### src/rtl/ex_mem_elastic_reg.sv
// ex_mem_elastic_reg: EX/MEM pipeline register with valid/ready handshake; optional skid entry under EX_MEM_SKID_EN.
module ex_mem_elastic_reg #(
  parameter int DW    = 32,
  parameter int REGW  = 5,
  parameter int CTRLW = 14
) (
  input  logic             clk_i,
  input  logic             rst_i,
  input  logic             flush_i,
  input  logic             valid_e_i,
  output logic             ready_e_o,
  input  logic [DW-1:0]    alu_out_e,
  input  logic [DW-1:0]    write_data_e,
  input  logic [REGW-1:0]  rd_e,
  input  logic [DW-1:0]    pc_plus_4_e,
  input  logic [CTRLW-1:0] ctrl_e,
  output logic             valid_m_o,
  input  logic             ready_m_i,
  output logic [DW-1:0]    alu_out_m,
  output logic [DW-1:0]    write_data_m,
  output logic [DW-1:0]    pc_plus_4_m,
  output logic [REGW-1:0]  rd_m,
  output logic [CTRLW-1:0] ctrl_m,
  output logic [1:0]       occ_o
);
  localparam int PW = 3*DW + REGW + CTRLW;
  logic [PW-1:0] in_p, main_q;
  logic valid, acc, dlv, ld_main;
  assign in_p = {alu_out_e, write_data_e, pc_plus_4_e, rd_e, ctrl_e};
  assign valid_m_o = valid;
  assign dlv = valid && ready_m_i;
  assign acc = valid_e_i && ready_e_o;
  assign {alu_out_m, write_data_m, pc_plus_4_m, rd_m} = main_q[PW-1:CTRLW];
  // a stale held entry must never look like a live write
  assign ctrl_m = valid ? main_q[CTRLW-1:0] : '0;
`ifdef EX_MEM_SKID_EN
  typedef enum logic [1:0] {EMPTY, ONE, FULL} state_t;
  state_t state, state_n;
  logic [PW-1:0] skid_q;
  logic ready_q, ld_skid, ld_from_skid;
  assign valid = state != EMPTY;
  assign ready_e_o = ready_q;
  assign occ_o = state == FULL ? 2'd2 : {1'b0, valid};
  always_comb begin
    state_n = state;
    ld_main = 1'b0;
    ld_skid = 1'b0;
    ld_from_skid = 1'b0;
    if (flush_i) state_n = EMPTY;
    else
      case (state)
        EMPTY: begin
          state_n = acc ? ONE : EMPTY;
          ld_main = acc;
        end
        ONE: begin
          state_n = acc && !dlv ? FULL : !acc && dlv ? EMPTY : ONE;
          ld_main = acc && dlv;
          ld_skid = acc && !dlv;
        end
        FULL: begin
          state_n = dlv ? ONE : FULL;
          ld_from_skid = dlv;
        end
        default: state_n = EMPTY;
      endcase
  end
  // ready is its own flop so the upstream never sees a path from ready_m_i
  always_ff @(posedge clk_i or posedge rst_i)
    if (rst_i) begin
      state <= EMPTY;
      ready_q <= 1'b1;
      main_q <= '0;
      skid_q <= '0;
    end else begin
      state <= state_n;
      ready_q <= state_n != FULL;
      if (flush_i) main_q[CTRLW-1:0] <= '0;
      else if (ld_main) main_q <= in_p;
      else if (ld_from_skid) main_q <= skid_q;
      if (ld_skid) skid_q <= in_p;
    end
`else
  typedef enum logic {EMPTY, ONE} state_t;
  state_t state, state_n;
  assign valid = state != EMPTY;
  assign ready_e_o = !valid || ready_m_i;
  assign occ_o = {1'b0, valid};
  always_comb begin
    state_n = flush_i ? EMPTY : acc ? ONE : dlv ? EMPTY : state;
    ld_main = acc && !flush_i;
  end
  always_ff @(posedge clk_i or posedge rst_i)
    if (rst_i) begin
      state <= EMPTY;
      main_q <= '0;
    end else begin
      state <= state_n;
      if (flush_i) main_q[CTRLW-1:0] <= '0;
      else if (ld_main) main_q <= in_p;
    end
`endif
endmodule

### config.mk
export PLATFORM = sky130hd
export DESIGN_NAME = ex_mem_elastic_reg
export DESIGN_NICKNAME = d
export VERILOG_FILES = /design/src/rtl/ex_mem_elastic_reg.sv
export SDC_FILE = /design/constraint.sdc
export NUM_CORES = 1
export LEC_CHECK = 0
export CAP_MARGIN = 20
export CORE_ASPECT_RATIO = 1.25
export CORE_MARGIN = 1
export CORE_UTILIZATION = 38
export DETAILED_ROUTE_END_ITERATION = 10
export GPL_TIMING_DRIVEN = 0
export HOLD_SLACK_MARGIN = 0.15
export PLACE_DENSITY = 0.77
export SYNTH_ARGS = -nofsm -noshare
export SYNTH_HDL_FRONTEND = slang
export SYNTH_SLANG_ARGS = --single-unit
### constraint.sdc
create_clock -name clk_i -period 4 [get_ports clk_i]
set_input_delay 0.8 -clock clk_i [delete_from_list [all_inputs] [get_ports clk_i]]
set_output_delay 0.8 -clock clk_i [all_outputs]
set_load 0.05 [all_outputs]
# Word-level counts from Yosys, hierarchy flattened
# Index checks and enable logic that the tools add are counted.
[word_totals]
ff_bits = 116
out_inout_bits = 119
elab_cells = 19
input_bits = 120
[op_classes]
bitwise = 1
n_mux = 6
n_reduce_logical = 9
[op_table]
columns = ["operator", "count"]
rows = [
  ["2-to-1 mux 14 bit", 3],
  ["logical AND 1 bit", 3],
  ["2-to-1 mux 1 bit", 3],
  ["nonzero test 3 bit", 1],
  ["zero test 1 bit", 2],
  ["AND reduction 2 bit", 1],
  ["nonzero test 2 bit", 1],
  ["logical OR 1 bit", 1],
  ["inverter 1 bit", 1],
]

# Logic depth before layout (Yosys ltp)
# Gate-level depths: netlist (run 1).
[depth]
depth_word = 6
mapped_depth = 5
depth_no_buf = 4

# Worst setup path before layout (run 1)
# OpenSTA, ideal clock, no wires.
[synth_timing]
path_kind = "input -> output"
start = "input port ready_m_i"
end = "output port ready_e_o"
required_ns = 3.200
path_stages = 3
path_slack_ns = 1.682
t_arrival_ns = 1.518
n_path_buf = 1
cell_sequence = "and2b_2 inv_1 buf_2"
[synth_between]
elab_chain_cells = 1
[synth_lines]
columns = ["item", "line", "rtl"]
rows = [
  ["from (decl)", "18", "input logic ready_m_i,"],
  ["logical OR 1 bit", "87", "assign ready_e_o = !valid || ready_m_i;"],
  ["to (decl)", "11", "output logic ready_e_o,"],
]
# No other way between the ends.

# Worst setup path in the final report (run 1)
# Same ends and word-level chain as after synthesis.

==> metrics.txt, run 1 <==
outcome=finished clean; RSZ-0062 raised after global routing=false; Synth Area per Inst=13.2 sq um; Root Buffer=clkbuf_16; commonest non-fill, non-tap cell in the layout=clkdlybuf4s50_1; Worst-Skew Late Latency=390 ps; CP Capture Type=output pin; Final HPWL DP=between 9000 and 10000 um; synthesis-to-layout area growth=60.6%; vias=3763; Final Cycle Share=0.889; Core ar.=13400 sq um; CP peak stage delay=830 ps; Total Die Area=14400 sq um; Slew @ Worst Pin=roughly 720 ps; Max Cap Violations=0; DRT iter0 DRCs=91; crit start category=primary input; most frequent cells in the layout=clkdlybuf4s50_1, dfrtp_1, buf_4, mux2_1, clkbuf_16; Slew HR=0.517; slowest CP cell=clkdlybuf4s50_1; layout cell share with drive strength beyond 1=0.239; Hold/Removal Path Class=flip-flop to flip-flop; Clock Path Buffers=2; DRC viols=0; number of global-route vias before repair=3881; worst reg2reg path depth=5; Post-Synthesis Cell Area=5290 sq um; post-DR vias/cell=4.48; worst path bufs/invs=4; crit path DAT=2760 ps; Clock Pin Slew Worst Setup and Hold Paths=50 ps; Post-CTS Hold Buffers=0; Synthesized Nets=521; CP Cell Sequence=clkdlybuf4s50_1 -> and2b_2 -> inv_1 -> buf_2 -> clkdlybuf4s50_1; critical path class=primary input to output pin; WL met1=roughly 4600 um; register area=2900 sq um; Initial DRT Pass Iterations=4; WL per Instance=14.5 um; num rows=47; Worst Slack Setup Final=444 ps; antenna cell count=0; final worst clock skew=7.46 ps; highest routed layer=met4; Initial Util=0.395; GR Util All Layers=0.172; grt ovf=0; largest net degree at the start of global routing=just over 60; TritonCTS buffer count=17; final core occ=0.634; Total Wirelength=12200 um; Die H=134 um; TritonCTS clock tree=built; final hold vios=0; Final #Nets=777; post-cts resize count=0; CP Max Fanout=10; Worst Hold Depth=1; antenna violations before repair=0; Yosys warning count=0; antenna violation net count after detailed routing=0; Final Max Slew Viols=0; setup bufs post-CTS=0; Synth Instances=between 400 and 500; Setup WS pre-CTS=457 ps; Seq/Total Area, Yosys=0.549; Tmin final=3560 ps; top cell family by delay on the critical path=buffers and inverters; Fill cells=1055; WP depth=5; required time worst endpoint=3200 ps; H-tree depth=4; global-route wire length before repair=19000 um; power density cells=542 nW/um^2; distinct cell type count after synthesis=16; routability-driven placement congestion ratio=0.807; leakage=about 3.7 nW; met2 WL=6450 um; cell mode on critical path=clkdlybuf4s50_1; top-level I/O count=239; endpoints failing setup=0; Peak Freq=0.281 GHz; port bufs=approximately 240; # clock sinks=between 100 and 150; number of synthesized register bits=116; met3 WL post-DR=904 um; Max VDD drop=approximately 0.30 mV; area occupied by multi-input gates=about 1500 sq um; DIE WIDTH=108 um
[report_power, final]
group	switching (mW)	total [mW]	internal, mW
clock	0.503	1.52	1.02
combinational	0.909	1.63	0.725
sequential	0.0885	1.45	1.36
total	1.50	4.61	3.11
[synthesized netlist by cell type]
cell type / number / area (sq um)
dfrtp_1: 116 / 2900
buf_4: 104 / 781
mux2_1: 90 / 1010
a21oi_1: 15 / 75.1
and2_1: 14 / 87.6
nand3_1: 14 / 70.1
o21ai_0: 14 / 70.1
mux2_2: 11 / 124
buf_6: 9 / 101
clkbuf_1: 6 / 22.5
buf_2: 2 / 10.0
inv_1: 2 / 7.51
and2b_2: 1 / 8.76
conb_1: 1 / 3.75
inv_2: 1 / 3.75
nor3_2: 1 / 10.0
[cell families (layout without fill, tap and decap cells)]
logic type	Yosys count	after routing	synth area share
buffers and inverters	124	392	0.175
flip-flops	116	116	0.549
multiplexers	101	101	0.215
AND/OR/NAND/NOR	30	30	0.0333
AO/OA/AOI/OAI	29	29	0.0274
other	1	1	0.000709
[per-stage QoR]
stage	hold slack [ps]	area, sq um	setup TNS, ps	cells	power, mW
finish	481	8500	0	840	4.61
global route	493	8500	0	840	4.80
CTS	487	8500	0	840	4.66
detailed placement	476	7900	0	809	3.12
global placement	468	7870	-168240	808	3.08
floorplan	459	5290	0	401	2.57
[worst register-to-register path, stage by stage, from the launching register on]
cell,delay (ps)
dfrtp_1,450
and2b_2,290
nor3_2,140
buf_4,270
buf_6,210
mux2_1,340
[state kept, by name, summed over array words and instances (netlist names)]
signal,cells
main_q,115
valid_m_o,1
[area by class of cell]
cell class,instances,area share
Inverter,3,0.00162
Tap cell,171,0.0252
Sequential cell,116,0.342
Clock buffer,22,0.0558
Multi-Input combinational cell,161,0.172
Buffer,121,0.108
Clock inverter,9,0.0150
Timing Repair Buffer,237,0.281
[routing by layer]
| layer | track usage | vias up |
|---|---|---|
| met4 | 0.0654 | 0 |
| li1 | - | 1759 |
| met3 | 0.0515 | 21 |
| met1 | 0.192 | 1821 |
| met2 | 0.306 | 162 |
| met5 | 0 | - |
[final timing paths]
path | start | end | slack (ps)
worst max-delay path | ready_m_i | ready_e_o | 440
worst min-delay path | main_q[59]$_DFFE_PP0P_ | main_q[59]$_DFFE_PP0P_ | 480
worst max register to register | valid_m_o$_DFFE_PP0P_ | main_q[78]$_DFFE_PP0P_ | 2180
worst min register to register | main_q[59]$_DFFE_PP0P_ | main_q[59]$_DFFE_PP0P_ | 480
max in group asynchronous | rst_i | main_q[47]$_DFFE_PP0P_ | 2380
min in group asynchronous | rst_i | main_q[114]$_DFFE_PP0P_ | 890
Note: power is estimated with default switching activity, not from simulation.
==> run 2, diff against run 1 <==
- SLEW_MARGIN: not set -> 40
==> metrics.txt, run 2 (same netlist as run 1, synthesis figures left out) <==
outcome=finished clean (unchanged); num rows=47 (unchanged); crit start category=primary input (unchanged); Slew @ Worst Pin=589 ps (was 724 ps); FF-to-FF Start=valid_m_o$_DFFE_PP0P_ (unchanged); RSZ-0062 raised after global routing=false (unchanged); Post-CTS Hold Buffers=0 (unchanged); power density cells=527 nW/um^2 (was 542 nW/um^2); Worst-Skew Late Latency=400 ps (was 390 ps); hold path startpoint=main_q[58]$_DFFE_PP0P_ (was main_q[59]$_DFFE_PP0P_); grt ovf=0 (unchanged); max FFs per register=115 (unchanged); setup bufs post-CTS=0 (unchanged); global-route wire length before repair=19100 um (was 19000 um); top-level I/O count=239 (unchanged); Max VDD drop=0.267 mV (was 0.296 mV); required time worst endpoint=3200 ps (about the same); post-DR vias/cell=4.50 (was 4.48); Final Max Slew Viols=0 (unchanged); start point of the critical path=ready_m_i (unchanged); routability-driven placement congestion ratio=0.807 (unchanged); TritonCTS buffer count=17 (unchanged); Initial Util=0.395 (unchanged); antenna violations before repair=0 (unchanged); most frequent cells in the layout=clkdlybuf4s50_1, dfrtp_1, buf_4, mux2_1, clkbuf_16 (unchanged); CP Capture Type=output pin (unchanged); Final Cycle Share=0.892 (was 0.889); Tmin final=3570 ps (was 3560 ps); Final Total Pwr=4.45 mW (was 4.61 mW); antenna violation net count after detailed routing=0 (unchanged); Setup WS pre-CTS=449 ps (was 457 ps); GR Util All Layers=0.173 (was 0.172); Peak Freq=0.280 GHz (was 0.281 GHz); leakage=3.68 nW (was 3.70 nW); post-route non-filler standard cell count=840 (unchanged); final worst clock skew=7.18 ps (was 7.46 ps); Fill cells=1029 (was 1055); DRT iter0 DRCs=81 (was 91); final hold vios=0 (unchanged); crit path capture=ready_e_o (unchanged); Total Die Area=14400 sq um (unchanged); Max Cap Violations=0 (unchanged); Worst Slack Setup Final=434 ps (was 444 ps); Most flops, register=main_q (unchanged); Placed Cells=809 (unchanged); TritonCTS clock tree=built (unchanged); Final HPWL DP=9330 um (was 9300 um); Total Wirelength=12200 um (about the same); hold slack=481 ps (about the same); vias=3782 (was 3763); crit path DAT=2770 ps (was 2760 ps); endpoints failing setup=0 (unchanged); commonest non-fill, non-tap cell in the layout=clkdlybuf4s50_1 (unchanged); Clock Path Buffers=2 (unchanged); synthesis-to-layout area growth=59.6% (was 60.6%); Slew HR=0.606 (was 0.517); number of global-route vias before repair=3947 (was 3881); Hold/Removal Path Class=flip-flop to flip-flop (unchanged); final core occ=0.630 (was 0.634); Clock Pin Slew Worst Setup and Hold Paths=50 ps (about the same); Die H=134 um (unchanged); Final #Nets=777 (unchanged); antenna cell count=0 (unchanged); # clock sinks=116 (unchanged); CP Max Fanout=10 (unchanged); DIE WIDTH=108 um (unchanged); Initial DRT Pass Iterations=4 (unchanged); post-cts resize count=0 (unchanged); port bufs=236 (unchanged); critical path class=primary input to output pin (unchanged); H-tree depth=4 (unchanged); Core ar.=13400 sq um (unchanged); DRC viols=0 (unchanged); Root Buffer=clkbuf_16 (unchanged); WL per Instance=14.5 um (about the same); largest net degree at the start of global routing=61 (unchanged); layout cell share with drive strength beyond 1=0.239 (unchanged); reg2reg end=main_q[78]$_DFFE_PP0P_ (unchanged); worst reg2reg path depth=5 (unchanged); Worst R2R Setup Slack=2180 ps (about the same)
-- run 2: cell count changes in the layout (fill, tap and decap cells not counted), sizes merged --
cell,previous run,this run
bufinv,3,1
clkbuf,28,27
clkinv,3,7
clkinvlp,3,2
-- run 2: area by class of cell --
class	count	area (sq um)	share of cell area
clock buffers	21	460	0.0545
repair buffers	237	2390	0.283
multi-input cells	161	1460	0.173
well taps	171	214	0.0253
inverters	3	18.8	0.00222
plain buffers	121	915	0.108
flip-flops and latches	116	2900	0.344
clock inverters	10	83.8	0.00992
-- run 2: where the power goes --
group	switching (mW)	internal, mW
Combinational	0.911	0.726
Sequential	0.0882	1.36
Clock	0.494	0.875
Total	1.49	2.96
-- run 2: worst max-delay path, cell delays in order --
cell and delay [ps]:
clkdlybuf4s50_1 440, and2b_2 260, inv_1 180, buf_2 250, clkdlybuf4s50_1 830
-- run 2: metrics by stage --
stage | TNS [ps] | area, sq um
floorplan | 0 | 5290
global placement | -168240 | 7870
detailed placement | 0 | 7900
CTS | 0 | 8450
global route | 0 | 8450
finish | 0 | 8450
-- run 2: worst min path at each step --
stage	end	slack (ps)	depth (start not counted)
after CTS	main_q[27]$_DFFE_PP0P_	490	1
after global placement	main_q[78]$_DFFE_PP0P_	470	1
after global routing	main_q[47]$_DFFE_PP0P_	490	1
final	main_q[58]$_DFFE_PP0P_	480	1
after detailed placement	main_q[58]$_DFFE_PP0P_	480	1
after floorplan	main_q[100]$_DFFE_PP0P_	460	1
-- run 2: metal layers --
metal / GRT usage / up-vias / wire length [um]
li1: - / 1763 / -
met1: 0.195 / 1821 / 4620
met2: 0.299 / 174 / 6360
met3: 0.0520 / 24 / 838
met4: 0.0738 / 0 / 331
met5: 0 / - / 0
==> run 3, diff against run 2 <==
- SLEW_MARGIN: 40 -> 5
==> metrics.txt, run 3 (same netlist as run 1, synthesis figures left out) <==
layout cell share with drive strength beyond 1=0.239 (unchanged); hold slack=481 ps (about the same); DIE WIDTH=108 um (unchanged); crit path DAT=2750 ps (was 2770 ps); post-DR vias/cell=4.49 (was 4.50); endpoints failing setup=0 (unchanged); setup bufs post-CTS=0 (unchanged); Placed Cells=809 (unchanged); start point of the critical path=ready_m_i (unchanged); vias=3768 (was 3782); CP peak stage delay=830 ps (about the same); Core ar.=13400 sq um (unchanged); Most flops, register=main_q (unchanged); Initial DRT Pass Iterations=4 (unchanged); crit start category=primary input (unchanged); Final Total Pwr=4.46 mW (was 4.45 mW); post-cts resize count=0 (unchanged); Post-CTS Hold Buffers=0 (unchanged); Final Cycle Share=0.889 (was 0.892); Initial Util=0.395 (unchanged); Max VDD drop=0.271 mV (was 0.267 mV); CP Max Fanout=10 (unchanged); Tmin final=3550 ps (was 3570 ps); crit path capture=ready_e_o (unchanged); antenna violations before repair=0 (unchanged); Max Cap Violations=0 (unchanged); Worst Slack Setup Final=446 ps (was 434 ps); Worst R2R Setup Slack=2190 ps (was 2180 ps); routability-driven placement congestion ratio=0.807 (unchanged); Worst-Skew Late Latency=400 ps (about the same); leakage=3.68 nW (about the same); cell mode on critical path=clkdlybuf4s50_1 (unchanged); slowest CP cell=clkdlybuf4s50_1 (unchanged); DRC viols=0 (unchanged); commonest non-fill, non-tap cell in the layout=clkdlybuf4s50_1 (unchanged); FF-to-FF Start=valid_m_o$_DFFE_PP0P_ (unchanged); synthesis-to-layout area growth=59.6% (about the same); CP Capture Type=output pin (unchanged); RSZ-0062 raised after global routing=false (unchanged); WL per Instance=14.4 um (was 14.5 um); antenna violation net count after detailed routing=0 (unchanged); worst reg2reg path depth=5 (unchanged); clock power share=0.308 (was 0.307); power density cells=528 nW/um^2 (was 527 nW/um^2); antenna cell count=0 (unchanged); Root Buffer=clkbuf_16 (unchanged); final hold vios=0 (unchanged); register area=2900 sq um (unchanged); H-tree depth=4 (unchanged); required time worst endpoint=3200 ps (about the same); Slew HR=0.607 (was 0.606); setup tns final=0 ps (unchanged); Setup WS pre-CTS=457 ps (was 449 ps); num rows=47 (unchanged); # clock sinks=116 (unchanged); DRT iter0 DRCs=80 (was 81); number of global-route vias before repair=3871 (was 3947); power share of the sequential group=0.325 (about the same); global-route wire length before repair=19100 um (about the same); Worst Hold Depth=1 (unchanged); Hold/Removal Path Class=flip-flop to flip-flop (unchanged); Total Wirelength=12100 um (was 12200 um); area occupied by multi-input gates=1460 sq um (unchanged); GR Util All Layers=0.173 (about the same); outcome=finished clean (unchanged); Clock Pin Slew Worst Setup and Hold Paths=50 ps (about the same); Clock Path Buffers=2 (unchanged); post-route non-filler standard cell count=840 (unchanged); Final Max Slew Viols=0 (unchanged); sw frac=0.336 (was 0.335); TritonCTS buffer count=17 (unchanged); TritonCTS clock tree=built (unchanged); largest net degree at the start of global routing=61 (unchanged); final worst clock skew=5.97 ps (was 7.18 ps); max FFs per register=115 (unchanged); reg2reg end=main_q[75]$_DFFE_PP0P_ (was main_q[78]$_DFFE_PP0P_); hold path startpoint=main_q[71]$_DFFE_PP0P_ (was main_q[58]$_DFFE_PP0P_); most frequent cells in the layout=clkdlybuf4s50_1, dfrtp_1, buf_4, mux2_1, clkbuf_16 (unchanged); critical path class=primary input to output pin (unchanged); Comb pwr share=0.367 (was 0.368); Die H=134 um (unchanged); CP Cell Sequence=clkdlybuf4s50_1 -> and2b_2 -> inv_1 -> buf_2 -> clkdlybuf4s50_1 (unchanged); top-level I/O count=239 (unchanged); Final HPWL DP=9320 um (was 9330 um); Peak Freq=0.281 GHz (was 0.280 GHz); Total Die Area=14400 sq um (unchanged); Slew @ Worst Pin=588 ps (was 589 ps); NetSw=1.50 mW (was 1.49 mW); Final #Nets=777 (unchanged); internal power=2.96 mW (about the same); grt ovf=0 (unchanged); Fill cells=1024 (was 1029); port bufs=236 (unchanged)
==> run 3: cell counts in the layout (fill, tap and decap cells not counted) <==
No cell type changed its count.
==> run 3: worst min-delay path by stage <==
stage	end
after floorplan	main_q[100]$_DFFE_PP0P_
after global placement	main_q[78]$_DFFE_PP0P_
after detailed placement	main_q[58]$_DFFE_PP0P_
after CTS	main_q[76]$_DFFE_PP0P_
after global routing	main_q[47]$_DFFE_PP0P_
final	main_q[71]$_DFFE_PP0P_
==> run 3: critical path: cells and delay by family <==
kind,cells,cell delay (ps)
buffers and inverters,4,1680
AND/OR/NAND/NOR,1,260
==> run 3: cell type report <==
type	instances	area share
flip-flops and latches	116	0.344
repair buffers	237	0.283
multi-input cells	161	0.173
plain buffers	121	0.108
clock buffers	21	0.0545
well taps	171	0.0253
clock inverters	10	0.00993
inverters	3	0.00193
==> run 3: power by group through the flow <==
stage / logic, mW / registers [mW] / clock network [mW]
floorplan: 1.13 / 1.44 / 0
global placement: 1.63 / 1.46 / 0
detailed placement: 1.65 / 1.47 / 0
CTS: 1.65 / 1.45 / 1.41
global route: 1.71 / 1.47 / 1.47
finish: 1.64 / 1.45 / 1.37
==> run 3: metrics by stage <==
step,utilization,cell area [sq um]
after floorplan,-,5290
after global placement,0.587,7870
after detailed placement,0.589,7900
after CTS,0.630,8440
after global routing,0.630,8440
final,0.630,8440
==> run 3: metal layers <==
metal  vias to the layer above  GRT usage  share of wire
met5                         -          0              0
met4                         0     0.0799          0.026
met3                        24     0.0534          0.074
met2                       159      0.295           0.53
met1                      1815      0.197           0.37
li1                       1770          -              -
